File: src/rtl/rv32i_fetch_ctrl_pkg.sv
`default_nettype none
// ============================================================================
// Module   : rv32i_fetch_ctrl_pkg
// Brief    : Shared state encoding and constants for the fetch load controller.
// Revision : 1.0 - initial release
// ============================================================================
package rv32i_fetch_ctrl_pkg;

  localparam int unsigned INSTR_BYTES = 4;

  typedef enum logic [2:0] {
    S_IDLE    = 3'd0,
    S_LOAD    = 3'd1,
    S_WRITE   = 3'd2,
    S_ACK_GAP = 3'd3,
    S_FLUSH   = 3'd4,
    S_RUN     = 3'd5,
    S_ERROR   = 3'd6
  } fetch_load_state_e;

endpackage
`default_nettype wire

File: src/rtl/rv32i_timeout_counter.sv
`default_nettype none
// ============================================================================
// Module   : rv32i_timeout_counter
// Brief    : Loadable down-counter; o_expired is high while the count is zero.
// Revision : 1.0 - initial release
// ============================================================================
module rv32i_timeout_counter #(
  parameter int unsigned WIDTH = 7
) (
  input  logic             i_clk,
  input  logic             i_rst_n,
  input  logic             i_load,
  input  logic [WIDTH-1:0] i_load_value,
  input  logic             i_enable,
  output logic             o_expired
);

  logic [WIDTH-1:0] count_q;
  logic [WIDTH-1:0] count_d;

  // Load wins over decrement; the count saturates at zero.
  always_comb begin
    count_d = count_q;
    if (i_load) begin
      count_d = i_load_value;
    end else if (i_enable && (count_q != '0)) begin
      count_d = count_q - WIDTH'(1);
    end
  end

  always_ff @(posedge i_clk or negedge i_rst_n) begin
    if (!i_rst_n) begin
      count_q <= '0;
    end else begin
      count_q <= count_d;
    end
  end

  assign o_expired = (count_q == '0);

endmodule
`default_nettype wire

File: src/rtl/rv32i_fetch_load_controller.sv
`default_nettype none
// ============================================================================
// Module   : rv32i_fetch_load_controller
// Brief    : Streams a program image into fetch-stage instruction memory, then
//            releases the fetch reset and gates decode-ready until load is good.
// Revision : 1.0 - initial release
// ============================================================================
module rv32i_fetch_load_controller
  import rv32i_fetch_ctrl_pkg::*;
#(
  parameter logic [31:0] BASE_ADDR   = 32'h0,
  parameter int unsigned MAX_WORDS   = 512,
  parameter int unsigned ACK_TIMEOUT = 64,
  parameter int unsigned RST_CYCLES  = 2,
  localparam int unsigned LEN_W      = $clog2(MAX_WORDS + 1)
) (
  input  logic             i_clk,
  input  logic             i_rst_n,
  input  logic             i_load_start,
  input  logic [LEN_W-1:0] i_load_length,
  input  logic             i_load_valid,
  input  logic [31:0]      i_load_data,
  output logic             o_load_ready,
  output logic             o_instruction_wr_en,
  output logic [31:0]      o_instruction_wr_addr,
  output logic [31:0]      o_instruction_wr_data,
  input  logic             i_instruction_wr_valid,
  output logic             o_fetch_rst,
  input  logic             i_decode_ready,
  output logic             o_decode_ready,
  output logic             o_busy,
  output logic             o_done,
  output logic             o_error,
  output logic [LEN_W-1:0] o_load_count
);

  localparam int unsigned TMR_MAX = (ACK_TIMEOUT > RST_CYCLES) ? ACK_TIMEOUT : RST_CYCLES;
  localparam int unsigned TMR_W   = $clog2(TMR_MAX + 1);

  fetch_load_state_e state_q;
  fetch_load_state_e state_d;

  logic [LEN_W-1:0] length_q;
  logic [LEN_W-1:0] count_q;
  logic [31:0]      addr_q;
  logic [31:0]      data_q;
  logic             done_q;

  logic             start_ok;
  logic             tmr_load;
  logic [TMR_W-1:0] tmr_value;
  logic             tmr_enable;
  logic             tmr_expired;

  assign start_ok = i_load_start &&
                    ((state_q == S_IDLE) || (state_q == S_RUN) || (state_q == S_ERROR));

  // One shared timer: ack watch while in WRITE, reset-pulse width while in FLUSH.
  assign tmr_enable = (state_q == S_WRITE) || (state_q == S_FLUSH);

  rv32i_timeout_counter #(
    .WIDTH (TMR_W)
  ) u_timer (
    .i_clk        (i_clk),
    .i_rst_n      (i_rst_n),
    .i_load       (tmr_load),
    .i_load_value (tmr_value),
    .i_enable     (tmr_enable),
    .o_expired    (tmr_expired)
  );

  always_comb begin
    state_d   = state_q;
    tmr_load  = 1'b0;
    tmr_value = '0;
    case (state_q)
      S_IDLE, S_RUN, S_ERROR: begin
        if (i_load_start) begin
          if (i_load_length > LEN_W'(MAX_WORDS)) begin
            state_d = S_ERROR;
          end else if (i_load_length == '0) begin
            state_d   = S_FLUSH;
            tmr_load  = 1'b1;
            tmr_value = TMR_W'(RST_CYCLES - 1);
          end else begin
            state_d = S_LOAD;
          end
        end
      end
      S_LOAD: begin
        if (i_load_valid) begin
          state_d   = S_WRITE;
          tmr_load  = 1'b1;
          tmr_value = TMR_W'(ACK_TIMEOUT - 1);
        end
      end
      S_WRITE: begin
        // An ack in the final allowed cycle still counts as a good write.
        if (i_instruction_wr_valid) begin
          state_d = S_ACK_GAP;
        end else if (tmr_expired) begin
          state_d = S_ERROR;
        end
      end
      S_ACK_GAP: begin
        if (count_q == length_q) begin
          state_d   = S_FLUSH;
          tmr_load  = 1'b1;
          tmr_value = TMR_W'(RST_CYCLES - 1);
        end else begin
          state_d = S_LOAD;
        end
      end
      S_FLUSH: begin
        if (tmr_expired) begin
          state_d = S_RUN;
        end
      end
      default: state_d = S_IDLE;
    endcase
  end

  always_ff @(posedge i_clk or negedge i_rst_n) begin
    if (!i_rst_n) begin
      state_q  <= S_IDLE;
      length_q <= '0;
      count_q  <= '0;
      addr_q   <= BASE_ADDR;
      data_q   <= '0;
      done_q   <= 1'b0;
    end else begin
      state_q <= state_d;
      done_q  <= (state_q == S_FLUSH) && tmr_expired;
      if (start_ok) begin
        length_q <= i_load_length;
        count_q  <= '0;
        addr_q   <= BASE_ADDR;
      end else begin
        if ((state_q == S_LOAD) && i_load_valid) begin
          data_q <= i_load_data;
        end
        if ((state_q == S_WRITE) && i_instruction_wr_valid) begin
          count_q <= count_q + LEN_W'(1);
          addr_q  <= addr_q + 32'(INSTR_BYTES);
        end
      end
    end
  end

  assign o_load_ready          = (state_q == S_LOAD);
  assign o_instruction_wr_en   = (state_q == S_WRITE);
  assign o_instruction_wr_addr = addr_q;
  assign o_instruction_wr_data = data_q;
  assign o_fetch_rst           = (state_q != S_RUN);
  assign o_decode_ready        = (state_q == S_RUN) && i_decode_ready;
  assign o_busy                = (state_q == S_LOAD) || (state_q == S_WRITE) ||
                                 (state_q == S_ACK_GAP) || (state_q == S_FLUSH);
  assign o_done                = done_q;
  assign o_error               = (state_q == S_ERROR);
  assign o_load_count          = count_q;

endmodule
`default_nettype wire

File: config.mk
export PLATFORM = sky130hd
export DESIGN_NAME = rv32i_fetch_load_controller
export DESIGN_NICKNAME = d
export VERILOG_FILES = /design/src/rtl/rv32i_fetch_ctrl_pkg.sv /design/src/rtl/rv32i_timeout_counter.sv /design/src/rtl/rv32i_fetch_load_controller.sv
export SDC_FILE = /design/constraint.sdc
export NUM_CORES = 1
export LEC_CHECK = 0
export CORE_MARGIN = 2
export CORE_UTILIZATION = 50
export CTS_CLUSTER_DIAMETER = 80
export DETAILED_ROUTE_END_ITERATION = 6
export PLACE_DENSITY = 0.84
export SLEW_MARGIN = 0
export SYNTH_ARGS = -nofsm -noshare
export SYNTH_HDL_FRONTEND = slang
export SYNTH_SLANG_ARGS = --single-unit
File: constraint.sdc
create_clock -name i_clk -period 3.24 [get_ports i_clk]
set_input_delay 0.648 -clock i_clk [delete_from_list [all_inputs] [get_ports i_clk]]
set_output_delay 0.648 -clock i_clk [all_outputs]
set_load 0.02 [all_outputs]
### After elaboration in Yosys (flattened, before gate mapping)

Cells that the tools add are included.

| storage, ports and cells | value |
|---|---|
| register bits | 95 |
| logic and storage cells | 72 |
| input port bits | 48 |
| output and inout port bits | 81 |

| operators by class | value |
|---|---|
| order comparisons | 1 |
| reductions and logical operators | 21 |
| $add $sub $neg | 3 |
| bitwise logic cells | 1 |
| eq/ne operators | 12 |
| muxes and demuxes | 27 |

Operators with widths:

| kind | count |
|---|---|
| 32-bit two-way mux | 2 |
| 32-bit by 3-bit adder with 32-bit output (second input constant) | 1 |
| 3-bit two-way mux | 8 |
| 10-bit two-way mux | 2 |
| 6-bit one-hot mux with 3 select lines | 1 |
| 3-bit one-hot mux with 5 select lines | 1 |
| 7-bit two-way mux | 2 |
| 10-bit by 1-bit adder with 10-bit output (second input constant) | 1 |
| 10-bit equality test | 1 |
| 10-bit > comparator (second input constant) | 1 |
| 10-bit logical NOT | 1 |
| 3-bit equality test (second input constant) | 3 |
| 1-bit two-way mux | 9 |
| 7-bit logical NOT | 1 |
| 7-bit nonzero test | 1 |
| 7-bit by 1-bit subtractor with 7-bit output (second input constant) | 1 |
| 3-bit by 2-bit equality test with 1-bit output (second input constant) | 2 |
| 1-bit logical AND | 6 |
| 1-bit logical OR | 6 |
| 6-bit two-way mux | 1 |
| 2-bit != test (second input constant) | 3 |
| 4-bit AND reduction | 1 |
| 2-bit nonzero test | 2 |
| 3-bit by 1-bit equality test with 1-bit output (second input constant) | 1 |
| other kinds (7) | 7 |

### Longest topological paths before layout

| depth | value |
|---|---|
| word-level depth | 6 |
| mapped depth | 8 |

### Cells and area by module

From an unflattened synthesis, not the netlist that was laid out.

| unflattened totals | value |
|---|---|
| cells, all modules | 430 |
| area, all modules | 4,588.2 um^2 |

Modules (own cells, without submodules):

| module | times used | area each (um^2) | cells an instance | sequential area each (um^2) |
|---|---|---|---|---|
| rv32i_fetch_load_controller | 1 | 4,126.5 | 378 | 2,152.1 |
| rv32i_timeout_counter | 1 | 461.7 | 52 | 175.2 |

### Least setup slack after synthesis

Ideal clock, no wire load.

| timing | value |
|---|---|
| path kind | reg2reg |
| from | register addr_q[6] (netlist: o_instruction_wr_addr[6]) |
| to | register addr_q[25] (netlist: o_instruction_wr_addr[25]) |
| arrival time | 2.319 ns |
| required time | 3.162 ns |
| buffers on the path | 2 |
| stages on the path, launching flop included | 9 |
| setup slack | 0.842 ns |
| cell sequence | dfrtp_1 > and4_4 > nand4_4 > or3_1 > buf_6 > or3_1 > buf_2 > or3_1 > a21oi_1 |

| on the way | value |
|---|---|
| cells in the longest elaborated chain, start to end | 3 |

RTL lines:

| item | line | text |
|---|---|---|
| start, declared | rv32i_fetch_load_controller.sv:45 | `logic [31:0] addr_q;` |
| start signal, assigned | rv32i_fetch_load_controller.sv:144 | `addr_q <= addr_q + 32'(INSTR_BYTES);` |
| 32-bit by 3-bit adder with 32-bit output | rv32i_fetch_load_controller.sv:144 |  |
| 32-bit two-way mux | rv32i_fetch_load_controller.sv:142 | `if ((state_q == S_WRITE) && i_instruction_wr_valid) begin` |
| 32-bit two-way mux | rv32i_fetch_load_controller.sv:134 | `if (start_ok) begin` |

Every way passes these cells. The select of a mux whose other input is x is not followed.
A chain may end at the register's enable or synchronous reset.

### Worst setup path after layout

| timing | value |
|---|---|
| from | register state_q[1] |
| to | output o_decode_ready |

| on the way | value |
|---|---|
| cells in the longest elaborated chain, start to end | 2 |

RTL lines:

| item | line | text |
|---|---|---|
| start, declared | rv32i_fetch_load_controller.sv:40 | `fetch_load_state_e state_q;` |
| start signal, assigned | rv32i_fetch_load_controller.sv:132 | `state_q <= state_d;` |
| 3-bit equality test | rv32i_fetch_load_controller.sv:155 | `assign o_decode_ready = (state_q == S_RUN) && i_decode_ready;` |
| 1-bit logical AND | rv32i_fetch_load_controller.sv:155 |  |
| end, declared | rv32i_fetch_load_controller.sv:30 | `output logic o_decode_ready,` |

Every way passes these cells.

==> results.txt <==
status = complete, no violations
drt pass-1 iters = 4
minimum clock period after layout = 2.85 ns
via density per instance = 5.45
DRC Markers = 0
Post-synth EDFFs = 0
Fin. Hold Viols = 0
Ys Warns = 0
clk_lat worst skew = 0.35 ns
worst path bufs/invs = 1
Non-Filler Instances = 732
met3 Use GR = 6.39%
Placement Setup Slack = 0.516 ns
PwrDens = 743 nW/µm²
Final Hold Slack = 0.349 ns
starting density of the core = 52.0%
startpoint types = register
Rows = 34
initial antenna violation count = 0
register area share after synthesis = 51.0%
CTS root buffer = clkbuf_8
Layout area overhead = 34.7%
Max VDD drop = 0.000512 V
share of cells above drive strength 1 = 7.05%
r2r setup slk = 0.77 ns
Final Net Count = 671
total CTS buffers = 9
worst-path cell chain = nor2b_1 > and3_1 > clkdlybuf4s50_1
Inst Count DP = 716
CP delay by family, top = simple AND/OR/NAND/NOR gates
Worst Path Required = 2.59 ns
clk buf depth = 2
post-CTS setup buffer count = 0
Yosys top cell by area = dfrtp_1
Synth async-reset ratio = 100%
Yosys reg bits = 93
vias in the first global route = 4004
PnR worst setup slack = 0.395 ns
grt met1 use = 29.6%
Slew headroom = 50.7%
Die Y-Extent = 99.5 µm
# hold bufs at CTS = 0
Routed WL = 11400 µm
kind of critical path = reg2out
syn avg cell area = 9.19 µm²
Post-synth top flop = dfrtp_1
# H-tree levels = 3
FF-to-FF path depth = 6
remaining global-route overflow = 0
post-layout power = 4.56 mW
reg-to-reg critical path startpoint = o_instruction_wr_addr[6]
Finish-stage setup viols = 0
global-route wire length before repair = 19000 µm
CP Launch Point = state_q[1]
upper clock frequency limit = 351 MHz
CTS resizes = 0
die width = 99.5 µm
cell area after layout = 6140 µm²
worst min path class = in2async
Area contributors post-synth = dfrtp_1, nand2_1, xnor2_1
Core Area = 8760 µm²
DR iter-0 viols = 166
Routed WL per cell = 15.6 µm
post-synthesis cell area = 4560 µm²
largest net degree at the start of global routing = 58
Final TNS setup = 0 ns
clk slew on worst S/H paths = 0.09 ns
DP HPWL = 8340 µm
Synth Instances = 496
ant diodes = 0
R2R Path End = o_instruction_wr_addr[25]
post-route ant nets = 0
Slew Viols, Final = 0
Critical Path Sink Type = output pin
# fillers = 655
worst-margin pin slew = 0.740 ns
RD Place Congestion = 0.870
Leak = 2.61 nW
gr usage total = 23.9%
post-layout util = 70.1%
Ports = 129
critical path depth = 3
Critical Path Slowest Stage Cell = clkdlybuf4s50_1
Placed Area = 5940 µm²
fin crit share = 87.8%
distinct cell type count after synthesis = 45
Worst Setup EP = o_decode_ready
area fraction of the dominant cell type after synthesis = 51.0%
crit path DAT = 2.20 ns
GR Util met2 = 41.2%
CTS tree = yes
DR vias = 3989
worst-path fanout max = 15
RSZ-0062 raised after global routing = false
Setup Skew = 0.0149 ns
multi-input combinational cell area = 2110 µm²
gr busiest metal = met2
die area = 9900 µm²
slowest cell delay on critical path = 0.62 ns
Reg area = 2330 µm²
MaxCap Viol Count = 0
PortBufs = 126
TritonCTS sink count = 93
[layer usage]
metal  wire (µm)  share of wire, %
met5           0                 0
met4         157               1.4
met3         840               7.4
met2        5790                51
met1        4590                40
[worst min path at each step]
| stage | startpoint | end | slack, ns | cells after the start |
|---|---|---|---|---|
| 6_report | i_rst_n | o_instruction_wr_data[29] | 0.35 | 1 |
| 5_1_grt | i_rst_n | o_instruction_wr_data[29] | 0.42 | 1 |
| 4_1_cts | i_rst_n | o_instruction_wr_data[29] | 0.38 | 1 |
| 3_5_place_dp | o_instruction_wr_data[18] | o_instruction_wr_data[18] | 0.46 | 2 |
| 3_3_place_gp | o_instruction_wr_data[5] | o_instruction_wr_data[5] | 0.46 | 2 |
| 2_1_floorplan | i_rst_n | length_q[0] | 0.35 | 0 |
[final cells by class]
type	instances	share of cell area [%]
clock inverter	5	0.958
multi-input combinational	370	34.4
sequential	93	37.9
inverter	9	0.550
clock buffer	11	2.30
timing repair buffer	136	21.7
tap	108	2.20
[where the power goes]
part | total [mW] | internal (mW) | switching (mW)
Combinational | 2.03 | 0.912 | 1.12
Sequential | 1.74 | 1.47 | 0.262
Clock | 0.793 | 0.380 | 0.413
[logic make-up after synthesis]
family / after synthesis / share of synthesized area, %
AO/OA/AOI/OAI: 46 / 6.04
XOR/XNOR: 48 / 9.22
adder cells (fa/ha/maj): 6 / 1.54
buffers and inverters: 34 / 3.15
flip-flops: 93 / 51.0
multiplexers: 10 / 2.47
other: 1 / 0.0822
AND/OR/NAND/NOR: 258 / 26.5
[cell usage after synthesis, types with 2 or more instances]
cell type and count:
nand2_1 127, dfrtp_1 93, nor2_1 45, xnor2_1 40
o21ai_0 21, nor3_1 18, clkbuf_1 17, a21oi_1 14
nand3_1 11, mux2_2 10, inv_1 9, nand4_1 8
nor4_1 8, or3_1 8, xor2_1 8, nand2b_1 6
nor4b_1 5, and2_1 4, and4_1 4, buf_1 4
ha_1 4, nor3b_1 4, a22o_1 2, and4_4 2
buf_4 2, maj3_1 2, nor2b_1 2
[layout by cell type, fill, tap and decap left out, types with 4 or more instances in the layout]
| master | count |
|---|---|
| xor2_1 | 8 |
| or3_1 | 8 |
| buf_4 | 11 |
| nor4_1 | 8 |
| nor3b_1 | 4 |
| nor2_1 | 44 |
| inv_1 | 9 |
| nor3_1 | 18 |
| nand4_1 | 8 |
| nand3_1 | 11 |
| clkbuf_8 | 10 |
| nand2b_1 | 6 |
| mux2_2 | 10 |
| a21oi_1 | 12 |
| dfrtp_1 | 93 |
| clkdlybuf4s50_1 | 125 |
| xnor2_1 | 40 |
| and2_1 | 4 |
| ha_1 | 4 |
| nand2_1 | 127 |
| and4_1 | 4 |
| o21ai_0 | 21 |
| nor4b_1 | 5 |
[state kept, by name (all words and copies together) (netlist names)]
signal and flops:
length_q 10, o_done 1, o_instruction_wr_addr 30, o_instruction_wr_data 32, o_load_count 10, state_q 3, u_timer.count_q 7
No activity file was read; power rests on OpenSTA's default activity.
